**src/rtl/tinyalu_pkg.sv**
```systemverilog
// Shared types for the TinyALU responder: opcode and FSM state enums,
// the default multiply latency and the single-cycle ALU helpers.
package tinyalu_pkg;

  typedef enum logic [2:0] {
    no_op  = 3'b000,
    add_op = 3'b001,
    and_op = 3'b010,
    xor_op = 3'b011,
    mul_op = 3'b100,
    rst_op = 3'b111
  } operation_t;

  typedef enum logic [1:0] {
    IDLE     = 2'd0,
    SINGLE   = 2'd1,
    MUL      = 2'd2,
    WAIT_LOW = 2'd3
  } resp_state_t;

  localparam int TINYALU_MUL_LAT_DEFAULT = 3;

  function automatic logic [15:0] alu_single(input logic [2:0] o,
                                             input logic [7:0] a,
                                             input logic [7:0] b);
    logic [15:0] r;
    r = 16'h0000;
    case (o)
      add_op:  r = {7'b0000000, ({1'b0, a} + {1'b0, b})};
      and_op:  r = {8'h00, (a & b)};
      xor_op:  r = {8'h00, (a ^ b)};
      default: r = 16'h0000;
    endcase
    return r;
  endfunction

  // 101 and 110 are the only encodings outside operation_t
  function automatic logic op_is_illegal(input logic [2:0] o);
    return (o == 3'b101) || (o == 3'b110);
  endfunction

endpackage

```
**src/rtl/tinyalu_mul_pipe.sv**
```systemverilog
// MUL_LAT-deep 8x8 multiplier pipeline; the product is formed in the first
// stage and a valid bit travels alongside it to the last stage.
module tinyalu_mul_pipe #(
  parameter int MUL_LAT = 3
) (
  input  logic        clk,
  input  logic        reset_n,
  input  logic [7:0]  a,
  input  logic [7:0]  b,
  input  logic        in_valid,
  output logic [15:0] prod,
  output logic        out_valid
);

  logic [15:0]        data_q [MUL_LAT];
  logic [MUL_LAT-1:0] vld_q;

  // Pipeline registers: multiply into stage 0, then shift data and valid
  always_ff @(posedge clk) begin
    if (!reset_n) begin
      vld_q <= '0;
      for (int i = 0; i < MUL_LAT; i++) begin
        data_q[i] <= 16'h0000;
      end
    end else begin
      vld_q     <= {vld_q[MUL_LAT-2:0], in_valid};
      data_q[0] <= {8'h00, a} * {8'h00, b};
      for (int i = 1; i < MUL_LAT; i++) begin
        data_q[i] <= data_q[i-1];
      end
    end
  end

  assign prod      = data_q[MUL_LAT-1];
  assign out_valid = vld_q[MUL_LAT-1];

endmodule

```
**src/rtl/tinyalu_responder.sv**
```systemverilog
// TinyALU start/done responder. Optional illegal-opcode reporting (err port)
// is enabled by defining TINYALU_RESP_ERR_EN.
module tinyalu_responder
  import tinyalu_pkg::*;
#(
  parameter int MUL_LAT = TINYALU_MUL_LAT_DEFAULT
) (
  input  logic        clk,
  input  logic        reset_n,
  input  logic [7:0]  A,
  input  logic [7:0]  B,
  input  logic [2:0]  op,
  input  logic        start,
  output logic        done,
  output logic [15:0] result
`ifdef TINYALU_RESP_ERR_EN
  ,
  output logic        err
`endif
);

  localparam int CNT_W = $clog2(MUL_LAT);
  localparam logic [CNT_W-1:0] CNT_LOAD = CNT_W'(MUL_LAT - 1);

  resp_state_t      state_q;
  logic             armed_q;
  logic             done_q;
  logic [15:0]      result_q;
  logic [CNT_W-1:0] cnt_q;
  logic [7:0]       a_q;
  logic [7:0]       b_q;
  logic [2:0]       op_q;
  logic [15:0]      res_d;
  logic             capture_s;
  logic             mul_go_s;
  logic [15:0]      mul_prod_s;
  logic             mul_valid_s;
`ifdef TINYALU_RESP_ERR_EN
  logic             err_q;
`endif

  assign capture_s = (state_q == IDLE) && start && armed_q;
  assign mul_go_s  = capture_s && (op == mul_op);

  tinyalu_mul_pipe #(.MUL_LAT(MUL_LAT)) u_mul_pipe (
    .clk       (clk),
    .reset_n   (reset_n),
    .a         (A),
    .b         (B),
    .in_valid  (mul_go_s),
    .prod      (mul_prod_s),
    .out_valid (mul_valid_s)
  );

  // Single-cycle ALU result from the operands latched at capture
  always_comb begin
    res_d = alu_single(op_q, a_q, b_q);
  end

  // Responder FSM with registered done/result/err
  always_ff @(posedge clk) begin
    if (!reset_n) begin
      state_q  <= IDLE;
      armed_q  <= 1'b1;
      done_q   <= 1'b0;
      result_q <= 16'h0000;
      cnt_q    <= '0;
      a_q      <= 8'h00;
      b_q      <= 8'h00;
      op_q     <= 3'b000;
`ifdef TINYALU_RESP_ERR_EN
      err_q    <= 1'b0;
`endif
    end else begin
      done_q <= 1'b0;
`ifdef TINYALU_RESP_ERR_EN
      err_q  <= 1'b0;
`endif
      case (state_q)
        IDLE: begin
          if (capture_s) begin
            a_q     <= A;
            b_q     <= B;
            op_q    <= op;
            armed_q <= 1'b0;
            cnt_q   <= CNT_LOAD;
            case (op)
              add_op, and_op, xor_op: state_q <= SINGLE;
              mul_op:                 state_q <= MUL;
`ifdef TINYALU_RESP_ERR_EN
              3'b101, 3'b110:         state_q <= SINGLE;
`endif
              default:                state_q <= WAIT_LOW;
            endcase
          end
        end
        SINGLE: begin
          done_q  <= 1'b1;
`ifdef TINYALU_RESP_ERR_EN
          if (op_is_illegal(op_q)) begin
            err_q <= 1'b1;
          end else begin
            result_q <= res_d;
          end
`else
          result_q <= res_d;
`endif
          state_q <= WAIT_LOW;
        end
        MUL: begin
          // A counter/pipeline disagreement suppresses done rather than
          // publishing a product that never reached the last stage
          if (cnt_q == '0) begin
            if (mul_valid_s) begin
              done_q   <= 1'b1;
              result_q <= mul_prod_s;
            end
            state_q <= WAIT_LOW;
          end else begin
            cnt_q <= cnt_q - 1'b1;
          end
        end
        WAIT_LOW: begin
          if (!start) begin
            armed_q <= 1'b1;
            state_q <= IDLE;
          end
        end
        default: state_q <= IDLE;
      endcase
    end
  end

  assign done   = done_q;
  assign result = result_q;
`ifdef TINYALU_RESP_ERR_EN
  assign err    = err_q;
`endif

endmodule
```
**config.mk**
```make
export PLATFORM = sky130hd
export DESIGN_NAME = tinyalu_responder
export DESIGN_NICKNAME = d
export VERILOG_FILES = /design/src/rtl/tinyalu_pkg.sv /design/src/rtl/tinyalu_mul_pipe.sv /design/src/rtl/tinyalu_responder.sv
export SDC_FILE = /design/constraint.sdc
export NUM_CORES = 1
export LEC_CHECK = 0
export CAP_MARGIN = 20
export CORE_MARGIN = 4
export CORE_UTILIZATION = 61
export CTS_BUF_LIST = sky130_fd_sc_hd__clkbuf_8
export DETAILED_ROUTE_END_ITERATION = 10
export HOLD_SLACK_MARGIN = 0.15
export PLACE_DENSITY = 0.82
export SETUP_SLACK_MARGIN = 0.3
export SLEW_MARGIN = 5
export SYNTH_ARGS = -nofsm -noshare
export SYNTH_HDL_FRONTEND = slang
export SYNTH_SLANG_ARGS = --single-unit
```
**constraint.sdc**
```tcl
create_clock -name clk -period 5.9 [get_ports clk]
set_input_delay 1.475 -clock clk [delete_from_list [all_inputs] [get_ports clk]]
set_output_delay 1.475 -clock clk [all_outputs]
set_load 0.1 [all_outputs]
```
==> key figures, run 1 <==
Synthesis
  – Post-synth EDFFs: 0
  – Area share of the largest cell type after synthesis: 32.63%
  – Seq/Total Area, Yosys: 32.63%
  – Post-synth ARST share: 0%
  – Post-Syn Nets: 741
  – Seq cells post-synth: 92
  – Syn Area/Cell: 8.931 um^2
  – Synth area leader: dfxtp_1
  – Post-Synthesis Cells: 632
  – Yosys cell types: 55
  – Syn. warnings: 0
  – Cell Area, Synth: approximately 0.0056 mm^2
  – Top_reg_cell synth: dfxtp_1
  – Synth area leaders: dfxtp_1 33%, fa_1 13%, ha_1 11%, and2_1 9.2%, nand2_1 5.3%

GRT
  – Total global-route track usage: 23.59%
  – Vias in the first global route: 4,626
  – Initial antenna violation count: 0
  – Largest net degree at the start of global routing: 57
  – First-pass GRT wire length: 21,170 um
  – Grt total ovfl: 0

Routing
  – Vias per inst: between 5 and 6
  – 1st-pass router iterations: 5
  – Post-route DRC: 0
  – Final wirelength: roughly 12,000 um
  – Vias: 4,436
  – Avg WL per Cell: 15.57 um
  – Remaining antenna violation count: 0
  – Iteration-0 DRC Markers: 223

Critical path
  – CP Launch Type: input port
  – CP dominant cell by count: fa_1
  – Worst-case reg-to-reg path depth: 7
  – Slowest CP cell: fa_1
  – Critical Path RT: 6170 ps
  – R2R Setup Slk: 3450 ps
  – Crit path kind: in -> reg
  – Delay of the slowest critical-path stage: 530 ps
  – Crit end category: register
  – Critical-path cell list: clkdlybuf4s50_1 > buf_4 > and2_1 > fa_1 > fa_1 > ha_1 > inv_1 > fa_1 > inv_1 > ha_1 > nor2b_1 > o31a_1 > o2111ai_1 > a21oi_1 > a31o_2
  – CP Max Fanout: 6
  – Crit path DAT: 5680 ps
  – Crit Reg-Reg Endpoint: result[7]
  – Worst reg2reg path startpoint: state_q[0]

Worst hold path
  – Hold Path Stages: 1
  – HP Class: reg -> reg
  – Hold Path End: u_mul_pipe.data_q[0][23]
  – Min-delay src: u_mul_pipe.data_q[0][7]

Placed design
  – Placer congestion estimate: around 0.9
  – Port bufs: 38
  – Dpl hpwl: 9051 um
  – DP Area: between 0.006 and 0.007 mm^2

Finish
  – Area Overhead vs Synth: 13.30%
  – Post-route cell area: ~0.0064 mm^2
  – Fin util: 72.27%
  – Fin nets: 780
  – Antenna diodes: 0
  – Layout cells sized above 1: 6.805%

Timing
  – Unrepaired setup endpoints after global routing: no
  – Post-route clock period utilization: 91.69%
  – Hold Vio Cnt, Final: 0
  – Slew Limit Fails: 0
  – Setup TNS: 0 ps
  – Slew @ Worst Pin: approximately 980 ps
  – Final Setup Violations: 0
  – Fin crit period: roughly 5400 ps
  – Rel. slew slack: 34.70%
  – F_max: 184.9 MHz
  – Fin Clk Skew: around 16 ps

CTS
  – CTS tree: done
  – Post-CTS Setup Bufs: 0
  – Skew-Pair Late Insertion Delay: 370 ps
  – Clock slew at reported path FFs: 110 ps
  – Htree depth: 3
  – Post-cts sizing count: 0
  – Maximum buffer depth of the clock tree: 2
  – CTS sink cnt: 92
  – CTS buffer count: 9
  – Root Buffer: clkbuf_8
  – Post-CTS Hold Fix Bufs: 0

Floorplan
  – Core area: 0.008848 mm^2
  – Die Ht: 104.2 um
  – Die area: 0.01086 mm^2
  – IO Pins: 39
  – FP Rows: 34
  – Starting Density: 63.79%
  – Die width: 104.2 um

Power
  – Pwr Total: roughly 0.0023 W
  – PwrDens: 362.6 mW/mm^2
  – VDD IR max: 168.6 uV
  – P_leak: 2.891 nW

Run
  – Maxcap violations: 0

Run status
  – Status: completed
-- flip-flops by register name, indices dropped and copies added (netlist names) --
register / flops
a_q: 8
cnt_q: 2
armed_q: 1
u_mul_pipe.data_q: 48
op_q: 3
u_mul_pipe.vld_q: 3
b_q: 8
done: 1
state_q: 2
result: 16
-- how the worst max path moves through the flow --
stage,cells past startpoint,slack [ps],from,to
global placement,13,150,B[5],u_mul_pipe.data_q[0][14]
floorplan,13,620,B[7],u_mul_pipe.data_q[0][14]
finish,15,490,B[4],u_mul_pipe.data_q[0][15]
detailed placement,14,30,B[5],u_mul_pipe.data_q[0][14]
global route,15,310,B[4],u_mul_pipe.data_q[0][15]
CTS,13,420,B[5],u_mul_pipe.data_q[0][14]
-- metal layers --
metal | up-vias | track usage (%) | routed length (um)
li1 | 2171 | - | -
met1 | 2132 | 27.94 | 5074
met2 | 105 | 42.76 | 6405
met3 | 28 | 4.159 | 450
met4 | 0 | 8.357 | 276
met5 | - | 0 | 0
-- worst max-delay path, delay by kind of cell --
family          cells  cell delay [ps]
buf+inv             4              810
simple gates        2              340
compound gates      4              930
fa+ha+maj           5             2110
-- per-stage QoR --
| step | hold slack (ps) | worst slack (ps) | instances |
|---|---|---|---|
| 3_3_place_gp | 414.1 | 149.7 | 768 |
| 5_1_grt | 465.8 | 306.0 | 784 |
| 4_1_cts | 438.5 | 420.3 | 784 |
| 6_report | 436.1 | 490.5 | 784 |
| 3_5_place_dp | 412.7 | 27.26 | 768 |
| 2_1_floorplan | 405.7 | 618.5 | 632 |
-- power by group --
part | switching, W | leakage [nW] | internal (W) | total (W)
clock | 0.000263 | 0.105 | 0.000171 | 0.000434
combinational | 0.000679 | 2.03 | 0.000422 | 0.00110
sequential | 0.0000540 | 0.752 | 0.000730 | 0.000784
total | 0.000996 | 2.89 | 0.00132 | 0.00232
-- synthesized netlist by cell type, types with 2 or more instances --
| master | instances |
|---|---|
| nor2b_1 | 3 |
| a22oi_1 | 11 |
| and3_1 | 5 |
| ha_1 | 50 |
| a32oi_1 | 2 |
| a31oi_1 | 4 |
| a21boi_0 | 2 |
| o21a_1 | 4 |
| a21o_1 | 7 |
| nor2_1 | 32 |
| inv_1 | 59 |
| clkbuf_1 | 19 |
| xnor2_1 | 3 |
| buf_2 | 5 |
| a311oi_1 | 2 |
| nand2_1 | 80 |
| buf_4 | 2 |
| a211oi_1 | 3 |
| nor3_1 | 6 |
| nand4_1 | 2 |
| a21oi_1 | 40 |
| nand2b_1 | 6 |
| o211ai_1 | 2 |
| o31a_1 | 2 |
| dfxtp_1 | 92 |
| a221oi_1 | 2 |
| and2_1 | 83 |
| a2bb2oi_1 | 2 |
| mux2_2 | 7 |
| nand3_1 | 10 |
| or3_1 | 2 |
| o21ai_1 | 2 |
| o21ai_0 | 16 |
| fa_1 | 37 |
| mux2i_1 | 5 |
| o2111ai_1 | 4 |
-- cell families after synthesis --
logic type | share of synthesized area (%)
simple gates | 20.75
compound gates | 13.46
flops | 32.63
buf+inv | 6.052
fa+ha+maj | 24.21
mux | 2.283
xor+xnor | 0.6208
-- area by class of cell --
type | count | area [um^2]
flip-flops and latches | 92 | 1842
multi-input cells | 453 | 3467
clock inverters | 7 | 91.34
clock buffers | 9 | 123.9
fillers | 671 | 2454
inverters | 61 | 230.2
repair buffers | 54 | 505.5
well taps | 108 | 135.1
-- layout by cell type (no fill, tap or decap), drive strengths merged, types with 3 or more instances in the layout --
cell type,netlist,routed
a211oi,3,3
a21o,7,7
a21oi,41,41
a22oi,11,11
a31oi,4,4
and2,83,83
and3,5,5
buf,7,16
clkbuf,19,9
clkdlybuf4s50,0,36
clkinv,2,7
dfxtp,92,92
fa,37,37
ha,50,50
inv,59,61
mux2,7,7
mux2i,5,5
nand2,80,80
nand2b,6,6
nand3,11,11
nor2,33,33
nor2b,3,3
nor3,6,6
o2111ai,4,4
o21a,4,4
o21ai,18,18
xnor2,3,3
Power figures use the tool's default switching activity.
==> inputs of run 2 (changes only) <==
--- a/config.mk
+++ b/config.mk
@@ -5,13 +5,14 @@
 export SDC_FILE = /design/constraint.sdc
 export NUM_CORES = 1
 export LEC_CHECK = 0
+export ABC_AREA = 1
 export CAP_MARGIN = 20
 export CORE_MARGIN = 4
-export CORE_UTILIZATION = 61
+export CORE_UTILIZATION = 62
 export CTS_BUF_LIST = sky130_fd_sc_hd__clkbuf_8
 export DETAILED_ROUTE_END_ITERATION = 10
 export HOLD_SLACK_MARGIN = 0.15
-export PLACE_DENSITY = 0.82
+export PLACE_DENSITY = 0.83
 export SETUP_SLACK_MARGIN = 0.3
 export SLEW_MARGIN = 5
 export SYNTH_ARGS = -nofsm -noshare
==> key figures, run 2 <==
Run status
  – Status: completed

Critical path
  – R2R Setup Slk: 3780 ps
  – Kind of cell adding the most delay to the critical path: adder cells
  – CP startpoint: B[7]
  – CP Launch Type: input port
  – Worst-case reg-to-reg path depth: 9
  – CP Max Fanout: 9
  – CP Depth: 16
  – Delay of the slowest critical-path stage: 720 ps
  – Worst reg2reg path startpoint: state_q[0]
  – Crit end category: register
  – Crit path DAT: 5540 ps
  – Critical Path RT: about 6100 ps
  – CP Buf/Inv Count: 3
  – Slowest CP cell: clkdlybuf4s50_1
  – Crit path kind: in -> reg
  – Critical-path cell list: clkdlybuf4s50_1 > nand2_1 > fa_1 > fa_1 > fa_1 > fa_1 > inv_1 > ha_1 > a21oi_1 > o21ai_0 > inv_1 > nand2_2 > nand2_1 > nand2_1 > nand2_1 > a21oi_1

GRT
  – Largest net degree at the start of global routing: 60
  – Total global-route track usage: 23.15%
  – Vias in the first global route: around 4,800
  – Grt total ovfl: 0
  – Initial antenna violation count: 0
  – First-pass GRT wire length: 21,180 um

Timing
  – Rel. slew slack: 35.15%
  – Setup TNS: 0 ps
  – Slew Limit Fails: 0
  – Slew @ Worst Pin: 969.7 ps
  – Post-route clock period utilization: 90.32%
  – Final Setup Violations: 0
  – Hold Vio Cnt, Final: 0
  – Fin Clk Skew: 12.79 ps
  – Fin crit period: 5329 ps
  – F_max: 187.6 MHz
  – Unrepaired setup endpoints after global routing: no

Floorplan
  – IO Pins: 39
  – Die Ht: around 100 um
  – Starting Density: about 65%
  – Core area: 0.008848 mm^2
  – FP Rows: 34
  – Die area: 0.01087 mm^2
  – Die width: 104.3 um

Finish
  – Most flops, register: u_mul_pipe.data_q
  – Commonest non-fill, non-tap cell in the layout: nand2_1
  – Filler Cell Count: 730
  – Post-route cell area: ~0.0064 mm^2
  – Register area: 0.001842 mm^2
  – Largest register FFs: 48
  – Area occupied by multi-input gates: a little over 0.003 mm^2
  – Area Overhead vs Synth: 11.08%
  – Layout cells sized above 1: about 4.1%
  – Commonest cells after routing, fill and taps aside: 219 x nand2_1, 176 x inv_1, 92 x dfxtp_1
  – Antenna diodes: 0
  – Fin nets: a little over 900

Synthesis
  – Yosys cell types: 30
  – Seq/Total Area, Yosys: 32.06%
  – Synth area leaders: dfxtp_1 32%, nand2_1 14%, fa_1 13%, inv_1 11%, ha_1 11%
  – Cell Area, Synth: 0.005746 mm^2
  – Post-synth top cells: 219 x nand2_1, 175 x inv_1, 92 x dfxtp_1, 70 x a21oi_1, 50 x ha_1
  – Top_reg_cell synth: dfxtp_1
  – Most frequent cell after synthesis: nand2_1
  – Syn Area/Cell: 7.423 um^2
  – Post-Synthesis Cells: a little under 800
  – Post-Syn Nets: between 800 and 900
  – Seq cells post-synth: 92
  – Post-synth EDFFs: 0
  – Synth area leader: dfxtp_1
  – Post-synth ARST share: 0%
  – Syn. warnings: 0
  – Area share of the largest cell type after synthesis: 32.06%

Routing
  – Vias: 4,712
  – Avg WL per Cell: 12.99 um
  – Remaining antenna violation count: 0
  – Vias per inst: 5.172
  – 1st-pass router iterations: 4
  – Iteration-0 DRC Markers: 219
  – Post-route DRC: 0
  – Final wirelength: 11,840 um

CTS
  – CTS buffer count: 9
  – CTS sink cnt: 92
  – Maximum buffer depth of the clock tree: 2
  – Root Buffer: clkbuf_8
  – Clock slew at reported path FFs: 90 ps
  – CTS tree: done
  – Htree depth: 3
  – Post-CTS Hold Fix Bufs: 0
  – Post-cts sizing count: 0
  – Skew-Pair Late Insertion Delay: 350 ps
  – Post-CTS Setup Bufs: 0

Worst hold path
  – Min-delay src: u_mul_pipe.data_q[0][23]
  – Hold Path Stages: 2
  – HP Class: reg -> reg

Placed design
  – Placer congestion estimate: 0.9596
  – Port bufs: 38
  – DP Area: 0.006161 mm^2
  – Dpl hpwl: approximately 8900 um

Power
  – PwrDens: 368.9 mW/mm^2
  – VDD IR max: 263.9 uV
  – P_leak: 3.548 nW

Run
  – Maxcap violations: 0
[run 2: cell types whose count changed after synthesis, moves of 12 or more]
cell     change
and2_1      -83
o21ai_0     +12
inv_1      +116
a21oi_1     +30
nor2_1      -17
nand3_1     +13
nand2_1    +139
[run 2: worst register-to-register path: cells and delay by family (launching register included)]
family                     cells  cell delay (ps)
adders and majority gates      1              540
AOI/OAI and AO/OA              2              240
and+or+nand+nor                3              310
buffers and inverters          3              530
DFF                            1              340
[run 2: cells by family after synthesis]
| kind of cell | Yosys count | share of synthesized area (%) |
|---|---|---|
| fa+ha+maj | 87 | 23.78 |
| compound gates | 116 | 11.02 |
| xor+xnor | 1 | 0.1525 |
| buf+inv | 208 | 14.05 |
| simple gates | 270 | 18.95 |
| flops | 92 | 32.06 |
[run 2: final timing paths]
path / to
hold / removal: u_mul_pipe.data_q[0][39]
setup reg to reg: cnt_q[0]
setup / recovery: u_mul_pipe.data_q[0][14]
hold reg to reg: u_mul_pipe.data_q[0][39]
[run 2: area by class of cell]
type	count	share of cell area (%)
clock inverter	7	1.529
sequential	92	28.86
inverter	177	10.45
tap	108	2.117
timing repair buffer	44	6.587
multi-input combinational	474	48.52
clock buffer	9	1.941
[run 2: per-layer routing]
| metal | global-route usage (%) | up-vias | routed length, um |
|---|---|---|---|
| met4 | 7.787 | 0 | 189 |
| met3 | 4.469 | 16 | 483 |
| met1 | 27.32 | 2195 | 5019 |
| met5 | 0 | - | 0 |
| li1 | - | 2396 | - |
| met2 | 41.88 | 105 | 6143 |
[run 2: stage by stage]
| step | hold slack, ps | setup WS, ps | std cells | util (%) | power (W) |
|---|---|---|---|---|---|
| floorplan | 386.4 | 934.4 | 774 | - | 0.001667 |
| global placement | 393.3 | 282.8 | 895 | 69.63 | 0.001862 |
| detailed placement | 397.3 | 220.5 | 895 | 69.63 | 0.001892 |
| CTS | 404.5 | 594.3 | 911 | 72.13 | 0.002365 |
| global route | 425.2 | 333.7 | 911 | 72.13 | 0.002555 |
| finish | 400.2 | 570.9 | 911 | 72.13 | 0.002354 |
[run 2: power breakdown]
part,total [W],internal [W],switching (W)
clock,0.000461,0.000241,0.000220
combinational,0.00110,0.000356,0.000743
sequential,0.000795,0.000743,0.0000513
